[src/rtl/alu4_seg_driver.sv]
// 4-bit ALU with registered result/flags (1 cycle) plus a 4-digit multiplexed 7-segment scanner.
// No backpressure; the display latches a frame snapshot so mid-frame input changes are deferred.
module alu4_seg_driver #(
  parameter int REFRESH_DIV    = 50_000,
  parameter bit SEG_ACTIVE_LOW = 1'b1,
  parameter bit AN_ACTIVE_LOW  = 1'b1
) (
  input  logic       CLK,
  input  logic       RST,
  input  logic [3:0] A,
  input  logic [3:0] B,
  input  logic [2:0] SEL,
  output logic [4:0] RESULT,
  output logic       CARRY,
  output logic       ZERO,
  output logic       NEG,
  output logic [3:0] AN,
  output logic [6:0] SEG,
  output logic       DP
);

  localparam int CW = $clog2(REFRESH_DIV);
  localparam logic [CW-1:0] CNT_MAX = CW'(REFRESH_DIV - 1);
  localparam logic [3:0] AN_OFF  = AN_ACTIVE_LOW ? 4'hF : 4'h0;
  localparam logic [6:0] SEG_OFF = SEG_ACTIVE_LOW ? 7'h7F : 7'h00;

  typedef struct packed {
    logic [3:0] a;
    logic [3:0] b;
    logic [4:0] r;
    logic       neg;
  } snap_t;

  logic [4:0]    alu_res;
  logic          alu_neg;
  logic [4:0]    result_q;
  logic          zero_q;
  logic          neg_q;
  logic [CW-1:0] cnt;
  logic [1:0]    idx;
  logic          first_q;
  logic          wrap;
  snap_t         snap;
  snap_t         live;
  snap_t         view;
  logic [3:0]    nibble;
  logic [6:0]    seg_lit;
  logic          dp_lit;
  logic [3:0]    an_oh;

  function automatic logic [6:0] hex_font(input logic [3:0] d);
    logic [6:0] f;
    case (d)
      4'h0: f = 7'h3F;
      4'h1: f = 7'h06;
      4'h2: f = 7'h5B;
      4'h3: f = 7'h4F;
      4'h4: f = 7'h66;
      4'h5: f = 7'h6D;
      4'h6: f = 7'h7D;
      4'h7: f = 7'h07;
      4'h8: f = 7'h7F;
      4'h9: f = 7'h6F;
      4'hA: f = 7'h77;
      4'hB: f = 7'h7C;
      4'hC: f = 7'h39;
      4'hD: f = 7'h5E;
      4'hE: f = 7'h79;
      default: f = 7'h71;
    endcase
    return f;
  endfunction

  always_comb begin
    alu_res = '0;
    case (SEL)
      3'b000:  alu_res = {1'b0, A} + {1'b0, B};
      3'b001:  alu_res = {A < B, A - B};
      3'b010:  alu_res = {1'b0, A & B};
      3'b011:  alu_res = {1'b0, A | B};
      3'b100:  alu_res = {1'b0, A ^ B};
      3'b101:  alu_res = {1'b0, ~A};
      3'b110:  alu_res = {A[3], A[2:0], 1'b0};
      default: alu_res = {A[0], 1'b0, A[3:1]};
    endcase
    alu_neg = (SEL == 3'b001) && (A < B);
  end

  // Snapshot takes the result being registered this edge, so digits always match the shown A/B.
  assign live = '{a: A, b: B, r: alu_res, neg: alu_neg};
  assign wrap = (cnt == CNT_MAX) && (idx == 2'd3);
  // On the very first cycle the snapshot is still loading, so display straight from the inputs.
  assign view = first_q ? live : snap;

  always_comb begin
    nibble = view.r[3:0];
    dp_lit = 1'b0;
    case (idx)
      2'd0: begin
        nibble = view.r[3:0];
        dp_lit = view.neg;
      end
      2'd1:    nibble = {3'b000, view.r[4]};
      2'd2:    nibble = view.b;
      default: nibble = view.a;
    endcase
    seg_lit = hex_font(nibble);
    an_oh   = 4'b0001 << idx;
  end

  always_ff @(posedge CLK) begin
    if (RST) begin
      result_q <= '0;
      zero_q   <= 1'b0;
      neg_q    <= 1'b0;
      cnt      <= '0;
      idx      <= 2'd0;
      first_q  <= 1'b1;
      snap     <= '0;
      AN       <= AN_OFF;
      SEG      <= SEG_OFF;
      DP       <= SEG_ACTIVE_LOW;
    end else begin
      result_q <= alu_res;
      zero_q   <= (alu_res[3:0] == 4'h0);
      neg_q    <= alu_neg;
      if (cnt == CNT_MAX) begin
        cnt <= '0;
        idx <= idx + 2'd1;
      end else begin
        cnt <= cnt + CW'(1);
      end
      if (first_q || wrap) snap <= live;
      first_q  <= 1'b0;
      AN       <= AN_ACTIVE_LOW ? ~an_oh : an_oh;
      SEG      <= SEG_ACTIVE_LOW ? ~seg_lit : seg_lit;
      DP       <= SEG_ACTIVE_LOW ? ~dp_lit : dp_lit;
    end
  end

  assign RESULT = result_q;
  assign CARRY  = result_q[4];
  assign ZERO   = zero_q;
  assign NEG    = neg_q;

endmodule
[config.mk]
export PLATFORM = sky130hd
export DESIGN_NAME = alu4_seg_driver
export DESIGN_NICKNAME = d
export VERILOG_FILES = /design/src/rtl/alu4_seg_driver.sv
export SDC_FILE = /design/constraint.sdc
export NUM_CORES = 1
export LEC_CHECK = 0
export CAP_MARGIN = 20
export CORE_MARGIN = 2
export CORE_UTILIZATION = 25
export DETAILED_ROUTE_END_ITERATION = 12
export PLACE_DENSITY_LB_ADDON = 0.1
export SETUP_SLACK_MARGIN = 0.5
export SLEW_MARGIN = 20
export SYNTH_ARGS = -nofsm -noshare
export SYNTH_HDL_FRONTEND = slang
export SYNTH_SLANG_ARGS = --single-unit
[constraint.sdc]
create_clock -name CLK -period 4.1 [get_ports CLK]
set_input_delay 0.615 -clock CLK [delete_from_list [all_inputs] [get_ports CLK]]
set_output_delay 0.615 -clock CLK [all_outputs]
set_load 0.03 [all_outputs]
==> impl_metrics.tcl, run 1 <==
set metrics [dict create \
    worstMarginPinSlew_ps 804 \
    cts_tree "done" \
    core.rowCount 40 \
    syn_inst 370 \
    io_pins 33 \
    grt_max_degree 32 \
    core_area_mm2 0.0120 \
    synth_top_cell_by_area "dfxtp_1" \
    path_class "input port to flip-flop" \
    cts_buffers 5 \
    status "finished, final reports clean" \
    setup-violations-final 0 \
    synthAdderAreaFrac_pct 11.9 \
    clock_latency_ps 290 \
    synth_cell_types 64 \
    io_buffers 32 \
    skew_ps 8.57 \
    synth_seq_cells 52 \
    yosysMostFrequentCell "nor2_1" \
    synthSimpleGateAreaFrac_pct 22.7 \
    path_clk_slew_ps 70 \
    synthArstFlopShare_pct 0 \
    syn2layout_area_growth_pct 25.9 \
    fp.dieH_um 115 \
    die-area_mm2 0.0132 \
    gp_congestion 0.798 \
    synth_fp_nets 411 \
    grt_setup_unrepaired "no" \
    top_usage_layer "met2" \
    drive_above_1_share_pct 12.4 \
    die_w_um 115 \
    fin_hold_ws_ps 446 \
    initial_core_util_pct 25.6 \
    ctsRootBufferMaster "clkbuf_16" \
    synth_top_area_share_pct 33.8 \
    yosysWarnings 0 \
    cap_violations 0 \
    avgSynthCellArea_um2 8.33 \
    hold_path.class "flip-flop to flip-flop" \
    drt_iter0_markers 192 \
    final_util_pct 32.3 \
    cp_max_fo 7 \
    post_drt_via_cell_ratio 4.74 \
    synth_top_family_by_area "simple AND/OR/NAND/NOR gates" \
    cp_data_required_time_ps 4260 \
    period_share_pct 83.4 \
    hold_start "cnt[0]$_SDFF_PP0_" \
    synth_ff_type "dfxtp_1" \
    synthXorXnorAreaFrac_pct 4.26 \
    crit_chain "clkdlybuf4s50_1 > inv_1 > ha_1 > or3b_2 > nor4_1 > a2111oi_2 > o21ai_2 > nand2_1 > buf_4 > nor4b_1 > a31oi_1" \
    h-tree-depth 2 \
    use_met3_pct 2.64 \
    grt_pass1_wl_mm 13.1 \
    clock_path_buffers 2 \
    fin_nets 452 \
    overflow 0 \
    crit_path_start "B[3]" \
    clock-sinks 52 \
    tns_ps 0 \
    drc_errors 0 \
    power_density_mw_per_mm2 346 \
    synth_edf_count 0 \
    use_met2_pct 20.2 \
    ant_nets 0 \
    antennaDiodeCount 0 \
    rr_startpoint "first_q$_DFF_P_" \
    routed_wl_mm 7.85 \
    antenna_found_initial 0 \
    grt_pass1_vias 2606 \
    synthesis.area_mm2 0.00308 \
    yosys-top-cells-area "dfxtp_1 34%, ha_1 11%, nor2_1 7.1%" \
    synth-compound-area-share_pct 18.0 \
    gr-usage-all-layers_pct 12.4 \
    final_hold_viol_count 0 \
    period_minus_slack_ps 3420 \
    fmax_mhz 293 \
    cpPeakStageDelay_ps 520 \
    crit_path_end_kind "flip-flop" \
    arrival_ps 3580 \
    worstSetupStartpointType "input port" \
    muxShareOfSynthArea_pct 3.66 \
    crit_slowest_cell "clkdlybuf4s50_1" \
    rrSetupSlack_ps 1220 \
    power_leakage_nw 1.57 \
    max_slew_margin_pct 46.3 \
    wl_per_cell_um 14.0 \
    dr.pass1.iters 4 \
    hpwlAfterDp_mm 5.75 \
    peakVddDrop_mv 0.192 \
    finalMaxSlewViolations 0 \
    yosysSeqAreaShare_pct 33.8 \
    num_vias 2651 \
    grt_use_met1_pct 16.7 \
    synth_top_cells_by_count "58 x nor2_1, 52 x dfxtp_1, 26 x ha_1" \
]
## cells in the final DEF (no fill, tap or decap), drive strengths merged, types with 3 or more instances in the layout
cell type,count
clkdlybuf4s50,28
xnor2,7
mux2i,9
nand3,12
xor2,8
o21ai,14
o21a,4
nor3b,3
clkbuf,5
nand2,24
a31oi,4
dfxtp,52
buf,24
o211ai,5
a211oi,4
nor2b,8
ha,26
inv,22
nor3,5
nor2,58
a221oi,3
a21oi,22
o221ai,3
nand2b,5
and3,6
## final cells by class
class | instances | area, µm²
clock buffers | 5 | 125
clock inverters | 3 | 46.3
fillers | 1263 | 8130
inverters | 21 | 78.8
multi-input cells | 275 | 1900
flip-flops and latches | 52 | 1040
well taps | 147 | 184
repair buffers | 56 | 503
## state kept, by name, indices dropped and copies added, names as in the netlist
| name | cells |
|---|---|
| DP | 1 |
| idx | 2 |
| AN | 4 |
| snap | 14 |
| SEG | 7 |
| first_q | 1 |
| cnt | 16 |
| NEG | 1 |
| RESULT | 5 |
| ZERO | 1 |
## logic make-up after synthesis
logic type	count (synthesis)
AO/OA/AOI/OAI	79
XOR/XNOR	15
adder cells (fa/ha/maj)	28
buffers and inverters	43
flip-flops	52
multiplexers	11
AND/OR/NAND/NOR	142
## worst max-delay path: cells and delay by family
| kind | cells | cell delay (ps) |
|---|---|---|
| adders and majority gates | 1 | 360 |
| buffers and inverters | 3 | 860 |
| AOI/OAI and AO/OA | 3 | 460 |
| and+or+nand+nor | 4 | 1280 |
## routing by layer
metal | vias to the layer above | routed length [µm] | part of all wire, %
met4 | 0 | 66 | 0.84
li1 | 1373 | - | -
met1 | 1216 | 3890 | 50
met3 | 6 | 306 | 3.9
met5 | - | 0 | 0
met2 | 56 | 3590 | 46
## worst paths after layout
kind	endpoint	depth (start not counted)
setup / recovery	SEG[3]$_SDFF_PP1_	11
hold / removal	cnt[0]$_SDFF_PP0_	1
setup reg to reg	SEG[5]$_SDFF_PP1_	9
hold reg to reg	cnt[0]$_SDFF_PP0_	1
## repair_timing
action,4_1_cts,5_1_grt
hold buffers,0,0
buffers inserted,3,1
resized for setup,5,9
pin swaps,2,2
setup endpoints to repair,6,6
## power breakdown
part           switching [W]  internal, W  leakage [nW]  total (W)
combinational       0.000175     0.000134          1.06   0.000310
clock               0.000194     0.000290        0.0804   0.000484
sequential         0.0000134     0.000533         0.427   0.000547
total               0.000382     0.000958          1.57    0.00134
## per-stage QoR
stage / setup WS [ps] / total power (W) / cell area, µm² / std cells
5_1_grt: 497 / 0.00142 / 3880 / 559
2_1_floorplan: 648 / 0.000747 / 3080 / 370
4_1_cts: 516 / 0.00136 / 3840 / 558
3_3_place_gp: -30.5 / 0.000862 / 3640 / 547
3_5_place_dp: -18.1 / 0.000858 / 3640 / 547
6_report: 681 / 0.00134 / 3880 / 559
No activity file was read; power rests on OpenSTA's default activity.
==> inputs of run 2 (changes only) <==
==> constraint.sdc (replaced) <==
create_clock -name CLK -period 3.5 [get_ports CLK]
set_input_delay 0.525 -clock CLK [delete_from_list [all_inputs] [get_ports CLK]]
set_output_delay 0.525 -clock CLK [all_outputs]
set_load 0.03 [all_outputs]
==> impl_metrics.tcl, run 2 (synthesis gave the netlist of run 1 again) <==
set metrics [dict create \
    status "finished, final reports clean" \
    cts_tree "done" \
    dpl.cell_count 577 \
    worstSetupStartpointType "input port" \
    largest_reg_flops 16 \
    antenna_found_initial 0 \
    power_density_mw_per_mm2 359 \
    peakVddDrop_mv 0.174 \
    period_minus_slack_ps 3040 \
    num_vias 2773 \
    overflow 0 \
    cpPeakStageDelay_ps 490 \
    die_w_um 115 \
    ctsRootBufferMaster "clkbuf_16" \
    clock_latency_ps 280 \
    top_regs "cnt (16), snap (14), SEG (7)" \
    mostFrequentLayoutCell "nor2_1" \
    max_slew_margin_pct 57.1 \
    crit_path_start "A[0]" \
    dr.pass1.iters 4 \
    crit_slowest_cell "or4b_4" \
    rrSetupSlack_ps 850 \
    wl_per_cell_um 13.4 \
    grt_pass1_wl_mm 13.3 \
    total_power_w 0.00155 \
    crit_path_end_kind "flip-flop" \
    io_pins 33 \
    clock_path_buffers 2 \
    syn2layout_area_growth_pct 39.9 \
    grt_setup_unrepaired "yes" \
    cap_violations 0 \
    grt_max_degree 31 \
    drc_errors 0 \
    h-tree-depth 2 \
    post_drt_via_cell_ratio 4.68 \
    reg2reg_depth 13 \
    timing.rr.end "SEG[5]$_SDFF_PP1_" \
    drt_iter0_markers 111 \
    fin_nets 486 \
    cts_buffers 5 \
    core.rowCount 40 \
    io_buffers 32 \
    path_class "input port to flip-flop" \
    drive_above_1_share_pct 23.8 \
    antennaDiodeCount 0 \
    clock-sinks 52 \
    worstMarginPinSlew_ps 644 \
    gr-usage-all-layers_pct 12.5 \
    placed_area_mm2 0.00395 \
    crit_chain "buf_6 > buf_6 > inv_12 > ha_4 > inv_2 > fa_2 > nand2b_4 > a21oi_2 > or4b_4 > a31o_4 > o211ai_1 > inv_1 > buf_4 > ha_4 > a2111oi_4 > a211oi_1" \
    rr_startpoint "idx[0]$_SDFFE_PP0P_" \
    setup-violations-final 0 \
    cp_max_fo 4 \
    hold_path.class "flip-flop to flip-flop" \
    top_register "cnt" \
    core_area_mm2 0.0120 \
    fmax_mhz 329 \
    routed_wl_mm 7.93 \
    fin_hold_ws_ps 454 \
    power_leakage_nw 1.76 \
    arrival_ps 3200 \
    gp_congestion 0.777 \
    ant_nets 0 \
    final_area_mm2 0.00431 \
    initial_core_util_pct 25.6 \
    cp_data_required_time_ps 3660 \
    path_clk_slew_ps 60 \
    skew_ps 3.30 \
    final_hold_viol_count 0 \
    layout_common_cells "57 x nor2_1, 54 x buf_4, 52 x dfxtp_1" \
    die-area_mm2 0.0132 \
    final_util_pct 35.9 \
    fp.dieH_um 115 \
    crit_end "SEG[0]$_SDFF_PP1_" \
    finalMaxSlewViolations 0 \
    period_share_pct 86.9 \
    grt_pass1_vias 2714 \
    hpwlAfterDp_mm 6.07 \
    final_cells 592 \
]
-- run 2: power breakdown --
group,switching [W],total [W],internal (W)
Combinational,0.000235,0.000446,0.000211
Clock,0.000204,0.000464,0.000260
Sequential,0.0000132,0.000639,0.000625
Total,0.000451,0.00155,0.00110
-- run 2: repair_timing --
action                                  in CTS  in global routing
pin swaps                                   14                  6
resized for setup                           41                  8
buffers inserted                             7                  1
endpoints found under the setup margin       9                  9
hold buffers                                 0                  0
-- run 2: how the worst min path moves through the flow --
| stage | slack (ps) | depth (start not counted) | to | from |
|---|---|---|---|---|
| after floorplan | 410 | 1 | cnt[0]$_SDFF_PP0_ | cnt[0]$_SDFF_PP0_ |
| after global placement | 430 | 1 | cnt[0]$_SDFF_PP0_ | cnt[0]$_SDFF_PP0_ |
| after detailed placement | 440 | 1 | cnt[0]$_SDFF_PP0_ | cnt[0]$_SDFF_PP0_ |
| after CTS | 460 | 1 | cnt[0]$_SDFF_PP0_ | cnt[0]$_SDFF_PP0_ |
| after global routing | 480 | 1 | cnt[0]$_SDFF_PP0_ | cnt[0]$_SDFF_PP0_ |
| final | 450 | 1 | cnt[0]$_SDFF_PP0_ | cnt[0]$_SDFF_PP0_ |
-- run 2: layout make-up --
type,count,area [µm²]
Sequential cell,52,1040
Clock inverter,1,5.00
Timing Repair Buffer,90,783
Inverter,21,91.3
Clock buffer,6,129
Multi-Input combinational cell,275,2080
Tap cell,147,184
Fill cell,1267,7700
-- run 2: stage by stage --
stage,setup TNS [ps],worst slack (ps)
3_3_place_gp,-1460,-289
2_1_floorplan,0,329
3_5_place_dp,-1840,-372
5_1_grt,0,364
6_report,0,460
4_1_cts,0,446
-- run 2: metal layers --
layer / global-route usage [%] / part of all wire [%] / up-vias
met3: 2.42 / 2.4 / 4
met1: 16.9 / 50 / 1308
li1: - / - / 1434
met5: 0 / 0 / -
met4: 2.65 / 0.58 / 0
met2: 20.9 / 47 / 27
-- run 2: critical path, delay by kind of cell --
kind / cells / cell delay [ps]
buf+inv: 6 / 570
compound gates: 5 / 870
fa+ha+maj: 3 / 640
simple gates: 2 / 580
